--- config.mk ---
export PLATFORM = sky130hd
export DESIGN_NAME = pipe_ctrl
export DESIGN_NICKNAME = d
export VERILOG_FILES = /design/src/rtl/pipe_ctrl.sv
export SDC_FILE = /design/constraint.sdc
export NUM_CORES = 1
export LEC_CHECK = 0
export ABC_AREA = 1
export BUFFER_PORTS_ARGS = -buffer_cell sky130_fd_sc_hd__clkbuf_2
export CAP_MARGIN = 30
export CORE_MARGIN = 5
export CORE_UTILIZATION = 55
export DETAILED_ROUTE_END_ITERATION = 12
export PLACE_DENSITY_LB_ADDON = 0.1
export RECOVER_POWER = 100
export SLEW_MARGIN = 20
export SYNTH_ARGS = -nofsm -noshare
export SYNTH_HDL_FRONTEND = slang
export SYNTH_SLANG_ARGS = --single-unit
--- constraint.sdc ---
create_clock -name clk -period 4.05 [get_ports clk]
set_input_delay 0.81 -clock clk [delete_from_list [all_inputs] [get_ports clk]]
set_output_delay 0.81 -clock clk [all_outputs]
set_load 0.005 [all_outputs]
--- src/rtl/pipe_ctrl.sv ---
// Five-stage pipeline sequencer: stage valids, allowin/ready-go chain, interlocks, squash.
// Latency: handshake outputs are combinational; valids, fetch_cancel and stall_cnt update on the next clk edge.
// Backpressure: a stage holds its instruction while it is not ready-go or the next stage refuses it.
module pipe_ctrl (
   input  logic        clk,
   input  logic        rst,
   input  logic        if_ready_go,
   input  logic        id_use_rj,
   input  logic        id_use_rk,
   input  logic [4:0]  id_rj_addr,
   input  logic [4:0]  id_rk_addr,
   input  logic        id_res_from_csr,
   input  logic        id_br_taken,
   input  logic [4:0]  ex_rd,
   input  logic [4:0]  mem_rd,
   input  logic        ex_rf_we,
   input  logic        mem_rf_we,
   input  logic        ex_res_from_dram,
   input  logic        ex_res_from_csr,
   input  logic        mem_res_from_csr,
   input  logic        ex_csr_we,
   input  logic        mem_csr_we,
   input  logic        wb_csr_we,
   input  logic        ex_busy,
   input  logic        wb_ex,
   input  logic        wb_is_ertn,
   output logic        if_valid,
   output logic        id_valid,
   output logic        ex_valid,
   output logic        mem_valid,
   output logic        wb_valid,
   output logic        id_allowin,
   output logic        ex_allowin,
   output logic        mem_allowin,
   output logic        id_ready_go,
   output logic        ex_ready_go,
   output logic        pipe_flush,
   output logic        br_cancel,
   output logic        fetch_cancel,
   output logic [31:0] stall_cnt
);

   logic if_go;
   logic if_allowin;
   logic rj_ex_hit;
   logic rk_ex_hit;
   logic rj_mem_hit;
   logic rk_mem_hit;
   logic ex_late_result;
   logic mem_late_result;
   logic load_use;
   logic mem_csr_use;
   logic csr_wr_pending;
   logic hazard;
   logic fc_set;

   // Source-register comparisons; r0 is hardwired zero and never matches.
   assign rj_ex_hit  = id_use_rj && (id_rj_addr != 5'd0) && (id_rj_addr == ex_rd);
   assign rk_ex_hit  = id_use_rk && (id_rk_addr != 5'd0) && (id_rk_addr == ex_rd);
   assign rj_mem_hit = id_use_rj && (id_rj_addr != 5'd0) && (id_rj_addr == mem_rd);
   assign rk_mem_hit = id_use_rk && (id_rk_addr != 5'd0) && (id_rk_addr == mem_rd);

   // Results that are not yet available for forwarding: load or CSR read in EX, CSR read in MEM.
   assign ex_late_result  = ex_valid & ex_rf_we & (ex_res_from_dram | ex_res_from_csr);
   assign mem_late_result = mem_valid & mem_rf_we & mem_res_from_csr;

   assign load_use       = ex_late_result & (rj_ex_hit | rk_ex_hit);
   assign mem_csr_use    = mem_late_result & (rj_mem_hit | rk_mem_hit);
   assign csr_wr_pending = id_res_from_csr &
                           ((ex_valid & ex_csr_we) | (mem_valid & mem_csr_we) | (wb_valid & wb_csr_we));
   assign hazard         = id_valid & (load_use | mem_csr_use | csr_wr_pending);

   // Handshake chain, built back-to-front from WB (which always accepts).
   assign pipe_flush  = wb_valid & (wb_ex | wb_is_ertn);
   assign if_go       = if_ready_go & ~fetch_cancel;
   assign id_ready_go = ~hazard;
   assign ex_ready_go = ~ex_busy;
   assign mem_allowin = 1'b1;
   assign ex_allowin  = ~ex_valid | (ex_ready_go & mem_allowin);
   assign id_allowin  = ~id_valid | (id_ready_go & ex_allowin);
   assign if_allowin  = ~if_valid | (if_go & id_allowin);

   // A flush in the same cycle overrides the branch redirect.
   assign br_cancel = id_valid & id_ready_go & ex_allowin & id_br_taken & ~pipe_flush;

   // A redirect while the IF fetch is still outstanding leaves a stale return to discard.
   assign fc_set = (pipe_flush | br_cancel) & if_valid & ~if_ready_go;

   // Stage valid bits; IF refills itself after every reset or flush.
   always_ff @(posedge clk) begin
      if (rst || pipe_flush) begin
         if_valid  <= 1'b0;
         id_valid  <= 1'b0;
         ex_valid  <= 1'b0;
         mem_valid <= 1'b0;
         wb_valid  <= 1'b0;
      end else begin
         if (if_allowin)  if_valid  <= 1'b1;
         if (id_allowin)  id_valid  <= if_valid & if_go & ~br_cancel;
         if (ex_allowin)  ex_valid  <= id_valid & id_ready_go;
         if (mem_allowin) mem_valid <= ex_valid & ex_ready_go;
         wb_valid <= mem_valid;
      end
   end

   // Sticky fetch-cancel: set wins over the clearing return.
   always_ff @(posedge clk) begin
      if (rst)
         fetch_cancel <= 1'b0;
      else if (fc_set)
         fetch_cancel <= 1'b1;
      else if (fetch_cancel && if_ready_go)
         fetch_cancel <= 1'b0;
   end

   // Saturating count of cycles where ID is held by an interlock.
   always_ff @(posedge clk) begin
      if (rst)
         stall_cnt <= 32'd0;
      else if (id_valid && !id_ready_go && (stall_cnt != 32'hFFFF_FFFF))
         stall_cnt <= stall_cnt + 32'd1;
   end

endmodule

==> run metrics <==
DRC 0; Max clock buf depth 2; clock skew 0.00170 ns; fillers 469; Clock Sinks 38; post-synthesis sequential area ratio 28.6%; worst slew pin tran 1.50 ns; HPWL Detailed 5550 um; failing checks max-capacitance violations; # IOs 83; final setup violation count 0; Vias/cell 5.09; Total Die Area 6330 um2; Peak supply drop 0.000155 V; WL per Instance 12.9 um; slew margin rel. 0.0766%; peak fanout along the critical path 33; WP data required 4.15 ns; Initial Util 56.3%; Yosys reg bits 38; CTS tree done; final layout net count 525; share of cells above drive strength 1 15.8%; Worst Setup End Kind register; grt ovf 0; # port buffers 81; status complete, but fails checks; Layout Utilization 66.2%; vias 2819; Resize count post-CTS 0; Hold Fails Final Rpt 0; width of the die 79.6 um; final period utilization 74.0%; final wirelength 7140 um; detailed-router iteration count before antenna repair 4; Reg2Reg Depth 9; Synth Cell Area 2660 um2; core outline area 4720 um2; Area Overhead vs Synth 17.5%; Final Slew Violations 0; most frequent cells in the layout nand2_1 (115), clkbuf_2 (59), nor2_1 (43); number of cell rows 25; CP arrival 3.09 ns; GPL Wtd Cong 0.904; Setup Buffers After CTS 0; Net Count, Synth 452; setup TNS 0 ns; largest net degree at the start of global routing 35; CTS clk-pin slew, worst paths 0.07 ns; worst hold path type reg2reg; Pleak 1.38 nW; die height 79.6 um; post-route ant nets 0; average size of a mapped cell 6.44 um2; fin crit period 3.00 ns; H-Tree Depth 2; warnings from Yosys 0; commonest non-fill, non-tap cell in the layout nand2_1; GRT Total Usage 23.4%; initial DRC count 163; synthesized instance count 413; root buffer cell clkbuf_8; crit path kind in2reg; Hold-fix buffers, CTS 0; first-pass GRT wire length 12000 um; Hold Path Stages 2; highest clock rate 0.333 GHz; vias in the first global route 2550; post-synth cell types 33; crit path launch type input pin; Worst-Skew Late Latency 0.29 ns; max_cap viols 1; initial antenna violation count 0; Ant. Diodes 0; Power Density 227 nW/um2; CTS buffer count 5; unrepaired setup endpoints after global routing no
## final cells by class
cell class	instances	area (um2)	share of cell area (%)
tap	67	83.8	2.68
sequential	38	761	24.3
clock buffer	7	86.3	2.76
multi-input combinational	321	1670	53.3
inverter	39	146	4.68
timing repair buffer	81	378	12.1
clock inverter	1	5.00	0.160
## critical path, stage by stage
cell and delay [ns]:
clkbuf_1 0.13, inv_1 0.10, nand2_1 0.05, nand2_1 0.05, nand2_1 0.05, nor2_1 0.08
nand3_1 0.07, nand2_1 0.10, nand2_1 0.08, nand3_1 0.11, nand2_1 0.07, inv_1 0.72
nand2_4 0.41, nand2_1 0.15, a21oi_1 0.09
## synthesized netlist by cell type
cell type | instances | area [um2]
nor3_1 | 10 | 50.1
nand4_4 | 1 | 21.3
inv_1 | 36 | 135
clkinv_1 | 1 | 3.75
conb_1 | 1 | 3.75
nand3_2 | 1 | 10.0
nor3_4 | 1 | 16.3
or2_0 | 1 | 6.26
xor2_1 | 33 | 289
buf_6 | 3 | 33.8
o21ai_0 | 1 | 5.00
xnor2_1 | 10 | 87.6
buf_2 | 4 | 20.0
nor2_4 | 1 | 11.3
and3_1 | 2 | 12.5
ha_1 | 1 | 12.5
nand2_4 | 1 | 11.3
nor4_2 | 2 | 25.0
nor2_1 | 43 | 161
nand2_2 | 1 | 6.26
buf_4 | 1 | 7.51
dfxtp_1 | 38 | 761
nor4_1 | 2 | 12.5
o211ai_1 | 1 | 7.51
clkbuf_1 | 7 | 26.3
nand2_1 | 115 | 432
a21oi_1 | 36 | 180
nand3_1 | 42 | 210
nor2_2 | 1 | 6.26
nand4_1 | 12 | 75.1
inv_2 | 2 | 7.51
nand3b_1 | 1 | 7.51
or2_2 | 1 | 6.26
## cells by family (layout without fill, tap and decap cells)
group	after synthesis	after routing	synth area share (%)
flops	38	38	28.6
compound gates	38	38	7.24
buf+inv	54	128	8.79
other cells	1	1	0.141
simple gates	238	238	40.6
xor+xnor	43	43	14.2
fa+ha+maj	1	1	0.470
## routing by layer
| metal | track usage, % | wire length, um |
|---|---|---|
| met5 | 0 | 0 |
| met3 | 4.51 | 514 |
| met1 | 32.7 | 3430 |
| met2 | 36.1 | 3060 |
| met4 | 7.39 | 132 |
## path summary, 6_finish.rpt
kind	slack [ns]	startpoint	to
max reg2reg	1.45	stall_cnt[1]	stall_cnt[29]
min reg2reg	0.47	fetch_cancel	fetch_cancel
max	1.05	id_rk_addr[1]	stall_cnt[29]
min	0.47	fetch_cancel	fetch_cancel
## through the flow
step	setup slack [ns]	power [mW]	hold slack (ns)	area, um2	cells
3_5_place_dp	1.20	0.452	0.463	3060	546
6_report	1.05	0.711	0.468	3130	554
5_1_grt	0.705	0.748	0.501	3130	554
4_1_cts	1.22	0.719	0.472	3150	554
3_3_place_gp	1.25	0.450	0.448	3060	546
2_1_floorplan	1.60	0.420	0.446	2660	413
## power breakdown
part | internal, mW | total, mW | switching (mW)
Clock | 0.137 | 0.268 | 0.131
Sequential | 0.375 | 0.377 | 0.00165
Combinational | 0.0292 | 0.0656 | 0.0364
Total | 0.542 | 0.711 | 0.169
## flip-flops by register name, summed over array words and instances, names as in the netlist
name,count
if_valid,1
id_valid,1
fetch_cancel,1
wb_valid,1
ex_valid,1
mem_valid,1
stall_cnt,32
No activity file was read; power rests on OpenSTA's default activity.
